==> src/rtl/pow_fsmd.sv <==
// Square-and-multiply integer power engine: result_o = base_i ** exp_i (low WIDTH bits) with overflow flag.
// Optional macro POW_SATURATE_EN: an overflowed result loads all-ones instead of the wrapped value.
module pow_fsmd #(
  parameter int WIDTH     = 8,
  parameter int EXP_WIDTH = 8
) (
  input  logic                 clk,
  input  logic                 rst,
  input  logic                 go_i,
  input  logic [WIDTH-1:0]     base_i,
  input  logic [EXP_WIDTH-1:0] exp_i,
  output logic [WIDTH-1:0]     result_o,
  output logic                 ovf_o,
  output logic                 busy_o,
  output logic                 done_o,
  output logic [2:0]           state_o
);

  typedef enum logic [2:0] {
    IDLE      = 3'b000,
    INIT      = 3'b001,
    CHECK     = 3'b010,
    PROC_EVEN = 3'b011,
    PROC_ODD  = 3'b100,
    DONE      = 3'b101
  } state_t;

  state_t               state;
  state_t               state_nxt;
  logic [WIDTH-1:0]     a_reg;
  logic [WIDTH-1:0]     r_reg;
  logic [EXP_WIDTH-1:0] n_reg;
  logic                 ovf_acc;

  logic [2*WIDTH-1:0]   sq_full;
  logic [2*WIDTH-1:0]   mul_full;
  logic [EXP_WIDTH-1:0] n_half;
  logic                 sq_ovf;
  logic                 mul_ovf;

  // Full-precision products; the square only matters if it will be used again.
  assign sq_full  = {{WIDTH{1'b0}}, a_reg} * {{WIDTH{1'b0}}, a_reg};
  assign mul_full = {{WIDTH{1'b0}}, r_reg} * {{WIDTH{1'b0}}, a_reg};
  assign n_half   = n_reg >> 1;
  assign sq_ovf   = (|sq_full[2*WIDTH-1:WIDTH]) && (n_half != '0);
  assign mul_ovf  = |mul_full[2*WIDTH-1:WIDTH];

  assign busy_o  = (state != IDLE);
  assign state_o = state;

  always_ff @(posedge clk or negedge rst) begin
    if (!rst) state <= IDLE;
    else      state <= state_nxt;
  end

  always_comb begin
    state_nxt = IDLE;
    case (state)
      IDLE:      state_nxt = go_i ? INIT : IDLE;
      INIT:      state_nxt = CHECK;
      CHECK: begin
        if (n_reg == '0)     state_nxt = DONE;
        else if (!n_reg[0])  state_nxt = PROC_EVEN;
        else                 state_nxt = PROC_ODD;
      end
      PROC_EVEN: state_nxt = CHECK;
      PROC_ODD:  state_nxt = CHECK;
      DONE:      state_nxt = IDLE;
      default:   state_nxt = IDLE;
    endcase
  end

  always_ff @(posedge clk or negedge rst) begin
    if (!rst) begin
      a_reg    <= '0;
      n_reg    <= '0;
      r_reg    <= '0;
      ovf_acc  <= 1'b0;
      result_o <= '0;
      ovf_o    <= 1'b0;
      done_o   <= 1'b0;
    end else begin
      done_o <= (state == DONE);
      case (state)
        IDLE: begin
          if (go_i) begin
            a_reg <= base_i;
            n_reg <= exp_i;
          end
        end
        INIT: begin
          r_reg   <= {{(WIDTH-1){1'b0}}, 1'b1};
          ovf_acc <= 1'b0;
        end
        PROC_EVEN: begin
          a_reg <= sq_full[WIDTH-1:0];
          n_reg <= n_half;
          if (sq_ovf) ovf_acc <= 1'b1;
        end
        PROC_ODD: begin
          r_reg <= mul_full[WIDTH-1:0];
          a_reg <= sq_full[WIDTH-1:0];
          n_reg <= n_half;
          if (sq_ovf || mul_ovf) ovf_acc <= 1'b1;
        end
        DONE: begin
`ifdef POW_SATURATE_EN
          result_o <= ovf_acc ? '1 : r_reg;
`else
          result_o <= r_reg;
`endif
          ovf_o <= ovf_acc;
        end
        default: ;
      endcase
    end
  end

endmodule

==> config.mk <==
export PLATFORM = sky130hd
export DESIGN_NAME = pow_fsmd
export DESIGN_NICKNAME = d
export VERILOG_FILES = /design/src/rtl/pow_fsmd.sv
export SDC_FILE = /design/constraint.sdc
export NUM_CORES = 1
export LEC_CHECK = 0
export BUFFER_PORTS_ARGS = -buffer_cell sky130_fd_sc_hd__buf_2
export CAP_MARGIN = 20
export CORE_UTILIZATION = 50
export CTS_CLUSTER_SIZE = 20
export DETAILED_ROUTE_END_ITERATION = 10
export MAX_ROUTING_LAYER = met4
export PLACE_DENSITY = 0.68
export SLEW_MARGIN = 20
export SYNTH_ARGS = -nofsm -noshare
export SYNTH_HDL_FRONTEND = slang
export SYNTH_SLANG_ARGS = --single-unit
==> constraint.sdc <==
create_clock -name clk -period 7.7 [get_ports clk]
set_clock_uncertainty 0.15 [all_clocks]
set_input_delay 0.385 -clock clk [delete_from_list [all_inputs] [get_ports clk]]
set_output_delay 0.385 -clock clk [all_outputs]
set_load 0.02 [all_outputs]
==> flow_metrics.py, run 1 <==
metrics = {
    "outcome": {
        "outcome": "completed",
    },
    "place": {
        "place_area_um2": 5640,
        "dp.cells": 753,
        "dp_hpwl_um": 9500,
        "gp_congestion": 0.861,
        "io_buffers": 32,
    },
    "setup_path": {
        "rr_startpoint": "a_reg[6]",
        "crit_fanout": 18,
        "crit_required_ps": 7750,
        "r2r_cells": 16,
        "arrival_ps": 5630,
        "cp-start-kind": "flip-flop",
        "cp_top_family": "adder cells",
        "path_buf_inv": 3,
        "r2r_end": "ovf_acc",
        "cpPeakStageDelay_ps": 680,
        "rrSetupSlack_ps": 2120,
        "critPathKind": "reg2reg",
        "critPathSlowestCell": "dfrtp_1",
        "critPathCaptureType": "flip-flop",
        "cp_cell_sequence": "nand2_1 -> fa_1 -> fa_1 -> inv_1 -> fa_1 -> inv_1 -> fa_1 -> inv_1 -> ha_1 -> and3_1 -> a2111o_1 -> a21o_1 -> a31oi_2 -> xnor2_1 -> or4_1 -> a22o_1",
        "cp_common_cell": "fa_1",
    },
    "timing": {
        "finalHoldViolations": 0,
        "rsz0062_at_grt": "no",
        "maxSlewHeadroom": 0.398,
        "slew_violations": 0,
        "period_needed_ps": 5580,
        "period_share": 0.725,
        "setup_tns_ps": 0,
        "finalSetupViolations": 0,
        "tightest_slew_ps": 902,
        "fmax_ghz": 0.179,
    },
    "clock_tree": {
        "hold_buffers": 0,
        "clockRootBuffer": "clkbuf_8",
        "clock-sinks": 38,
        "htreeDepth": 2,
        "cts.repair.resized": 0,
        "clock_latency_ps": 300,
        "cts_setup_buffers": 0,
        "numCtsBuffers": 5,
        "clk_path_buf_depth": 2,
        "tritoncts": "done",
        "clkTransAtPathRegs_ps": 90,
    },
    "logic_synthesis": {
        "synth_flop_cell": "dfrtp_1",
        "synth.yosys.seq_area_share": 0.175,
        "syn-cell-area_um2": 5420,
        "synth_cell_types": 51,
        "syn-instance-count": 615,
        "avgSynthCellArea_um2": 8.82,
        "syn_nets": 758,
        "async_reset_ff_frac": 1.00,
        "synth_edf_count": 0,
        "synth_warnings": 0,
        "ys_seq_elements": 38,
    },
    "die": {
        "chipHeight_um": 106,
        "num_rows": 37,
        "io_pins": 33,
        "initial_core_util": 0.520,
        "die_w_um": 106,
        "coreArea_um2": 10400,
        "die-area_um2": 11300,
    },
    "run": {
        "cap_violations": 0,
    },
    "final_layout": {
        "fin_area_um2": 5760,
        "final_cell_mix": "inv_1 (100), nand2_1 (70), ha_1 (65), fa_1 (59), and2_1 (49)",
        "diodes": 0,
        "finalNonFillerCells": 760,
        "mostFrequentLayoutCell": "inv_1",
        "nets": 767,
        "drive_above_1_share": 0.0881,
        "fin_util": 0.553,
        "syn_to_final_growth_pct": 6.16,
        "n_fill_cell": 954,
    },
    "global_route": {
        "grt_max_degree": 39,
        "antenna_found_initial": 0,
        "grt-ovfl-total": 0,
        "grt_pass1_wl_um": 20600,
        "grt_pass1_vias": 4336,
        "track_usage": 0.235,
    },
    "routing": {
        "vias": 4279,
        "drc_errors": 0,
        "drt_pass1_iterations": 4,
        "wl_um": 12100,
        "ant_nets": 0,
        "wl_per_cell_um": 15.9,
        "vias_per_cell": 5.63,
        "drt_iter0_markers": 272,
    },
    "min_path": {
        "worst_hold_path_type": "in2async",
    },
}
worst register-to-register path, stage by stage, from the launching register on:
cell and delay (ps):
dfrtp_1 680, nand2_1 160, fa_1 510, fa_1 550, inv_1 60, fa_1 530
inv_1 60, fa_1 530, inv_1 40, ha_1 360, and3_1 240, a2111o_1 450
a21o_1 200, a31oi_2 180, xnor2_1 70, or4_1 510, a22o_1 200
worst max-delay path by stage:
stage	from	endpoint	slack, ps	cells past startpoint
3_3_place_gp	a_reg[3]	ovf_acc	2210	17
5_1_grt	a_reg[6]	ovf_acc	1870	16
6_report	a_reg[6]	ovf_acc	2120	16
3_5_place_dp	a_reg[3]	ovf_acc	2140	17
4_1_cts	a_reg[6]	ovf_acc	2110	16
2_1_floorplan	a_reg[6]	ovf_acc	2260	18
cell usage after synthesis, types with 2 or more instances:
master,instances,area [um2]
nand4_1,3,18.8
dfrtp_1,38,951
a21oi_1,19,95.1
nand3_1,5,25.0
a21o_1,7,52.6
a22o_1,15,131
clkbuf_1,30,113
mux2i_1,7,70.1
nor3_1,6,30.0
a31oi_1,6,37.5
fa_1,59,1180
a211oi_1,3,22.5
and2_1,49,307
a2111oi_0,4,35.0
or3_1,3,18.8
nor2b_1,4,25.0
o21bai_1,4,30.0
nand2_1,70,263
nor3b_1,2,15.0
and3_1,2,12.5
o31ai_1,6,45.0
a221oi_1,2,17.5
inv_1,100,375
nor2_1,20,75.1
o21ai_0,21,105
o211ai_1,3,22.5
mux2_2,11,124
nor4b_1,2,17.5
or4_1,2,15.0
ha_1,65,813
nand3b_1,2,15.0
nand2b_1,4,25.0
xor2_1,5,43.8
o221ai_1,2,17.5
o22ai_1,2,12.5
a22oi_1,8,60.1
xnor2_1,10,87.6
per-stage QoR:
stage / worst slack (ps) / hold WS (ps)
final: 2120 / 57.0
after global routing: 1870 / 119
after CTS: 2110 / 82.4
after detailed placement: 2140 / 321
after global placement: 2210 / 309
after floorplan: 2260 / -60.6
layer usage:
metal | up-vias | wire length (um) | global-route usage
met5 | - | 0 | -
met4 | 0 | 125 | 0.0476
met3 | 13 | 518 | 0.0270
met2 | 100 | 5890 | 0.390
met1 | 2122 | 5530 | 0.311
li1 | 2044 | - | -
kinds of logic (layout without fill, tap and decap cells):
logic type	Yosys count	in the layout	share of synthesized area
and+or+nand+nor	179	179	0.166
buffers and inverters	131	140	0.0907
adders and majority gates	124	124	0.368
AOI/OAI and AO/OA	110	110	0.140
DFF	38	38	0.175
muxes	18	18	0.0358
xor gates and xnor gates	15	15	0.0242
area by class of cell:
cell class	instances	area [um2]	share of cell area
clock buffers	6	82.6	0.0143
clock inverters	1	30.0	0.00522
inverters	100	375	0.0652
multi-input cells	446	3980	0.691
flip-flops and latches	38	951	0.165
well taps	136	170	0.0296
repair buffers	33	168	0.0291
Power of run 1 is left out: the tool's default activity adds up to more than one toggle a clock period on the data nets, which glitch-free logic cannot reach.
==> run 2, diff against run 1 <==
Settings changed: PLACE_DENSITY 0.68 to 0.7.
Clock period 7.7 ns to 4.93 ns, I/O delays scaled along.
==> run 2 against run 1 <==
Compared with the run above:
- the run now ends with setup timing left
- global-route usage grew 0.99 points
- die area is the same
- hold slack lost 34 ps
- final area grew 12%
- sequential share of layout area shrank 1.7 points
- largest cell class unchanged
==> flow_metrics.py, run 2 (synthesis gave the netlist of run 1 again) <==
metrics = {
    "final_layout": {
        "multi_input_area_um2": 4130,
        "fin_util": 0.621,
        "final_cell_mix": "inv_1 (98), nand2_1 (70), buf_4 (69), ha_1 (61), fa_1 (59)",
        "nets": 837,
        "mostFrequentLayoutCell": "inv_1",
        "n_fill_cell": 896,
        "drive_above_1_share": 0.217,
        "diodes": 0,
        "seqCellArea_um2": 956,
        "syn_to_final_growth_pct": 19.3,
    },
    "die": {
        "die-area_um2": 11300,
        "coreArea_um2": 10400,
        "initial_core_util": 0.520,
        "chipHeight_um": 106,
        "num_rows": 37,
        "die_w_um": 106,
        "io_pins": 33,
    },
    "timing": {
        "holdWs_ps": 23.1,
        "period_share": 1.01,
        "rsz0062_at_grt": "yes",
        "tightest_slew_ps": 849,
        "finalSetupViolations": 1,
        "period_needed_ps": 4990,
        "finalHoldViolations": 0,
        "slew_violations": 0,
        "maxSlewHeadroom": 0.434,
        "fmax_ghz": 0.200,
        "timing.final.ws_setup_ps": -62.7,
    },
    "global_route": {
        "grt_pass1_wl_um": 21300,
        "track_usage": 0.245,
        "grt-ovfl-total": 0,
        "grt_max_degree": 39,
        "antenna_found_initial": 0,
        "grt_pass1_vias": 4626,
    },
    "outcome": {
        "outcome": "complete, but fails checks",
        "violations": "setup timing",
    },
    "routing": {
        "vias": 4518,
        "ant_nets": 0,
        "drc_errors": 0,
        "wl_per_cell_um": 15.3,
        "drt_pass1_iterations": 4,
        "wl_um": 12700,
        "drt_iter0_markers": 253,
        "vias_per_cell": 5.44,
    },
    "setup_path": {
        "crit_fanout": 6,
        "crit_start": "r_reg[3]",
        "crit_required_ps": 4970,
        "cp-start-kind": "flip-flop",
        "critPathKind": "reg2reg",
        "arrival_ps": 5040,
        "critPathCaptureType": "flip-flop",
        "rr_startpoint": "r_reg[3]",
    },
    "place": {
        "dp_hpwl_um": 10600,
        "preCtsSetupSlack_ps": -194,
        "gp_congestion": 0.887,
        "io_buffers": 32,
    },
    "min_path": {
        "worst_hold_path_type": "in2reg",
        "min-delay-start": "exp_i[6]",
    },
    "clock_tree": {
        "htreeDepth": 2,
        "clock-sinks": 38,
        "clock_latency_ps": 290,
        "clockRootBuffer": "clkbuf_8",
        "clkTransAtPathRegs_ps": 90,
        "tritoncts": "done",
        "numCtsBuffers": 5,
        "clk_path_buf_depth": 2,
    },
    "run": {
        "cap_violations": 0,
    },
}
-- run 2: cell count changes in the layout (fill, tap and decap cells not counted), sizes merged --
cell,before,now
buf,33,102
dlygate4sd3,0,1
bufinv,1,2
-- run 2: final cells by class --
| class | instances | share of cell area |
|---|---|---|
| Tap cell | 136 | 0.0263 |
| Clock inverter | 2 | 0.00928 |
| Multi-Input combinational cell | 446 | 0.638 |
| Sequential cell | 38 | 0.148 |
| Timing Repair Buffer | 103 | 0.108 |
| Clock buffer | 6 | 0.0128 |
| Inverter | 100 | 0.0580 |
-- run 2: worst paths after layout --
kind,end,slack [ps],cells past startpoint
max,ovf_acc,-60,16
min,n_reg[6],20,3
max reg2reg,ovf_acc,-60,16
min reg2reg,result_o[7],360,1
max in group asynchronous,a_reg[3],3570,2
min in group asynchronous,ovf_o,460,2
-- run 2: through the flow --
step	cell area, um2	setup TNS [ps]	instances
final	6470	-62.7	831
after global routing	6470	-188	831
after CTS	6350	-20.2	828
after detailed placement	6160	-194	819
after global placement	6160	-82.0	819
after floorplan	5470	0	615
-- run 2: routing by layer --
layer  GRT usage  part of all wire
met1       0.317              0.46
met2       0.404              0.47
met3      0.0331             0.050
met4      0.0665             0.018
met5           -                 0
-- run 2: repair_timing --
| action | 4_1_cts | 5_1_grt |
|---|---|---|
| endpoints found under the setup margin | 1 | 1 |
| endpoints found under the hold margin | 38 | 0 |
| gates resized for setup | 10 | 17 |
| hold buffers | 1 | 0 |
| buffers inserted | 0 | 3 |
| cloned | 0 | 0 |
| pin swaps | 1 | 5 |
-- run 2: critical path, stage by stage, from the launching register on --
cell and delay (ps):
dfrtp_1 410, and2_4 170, fa_1 530, inv_1 50, fa_1 490, inv_2 40, fa_1 520, inv_1 50
fa_1 490, inv_2 50, ha_4 230, and3_4 190, a2111o_1 400, xnor2_1 210, nand4_1 170, or4_4 560
a22o_1 190
Power of run 2 is left out for the same reason.
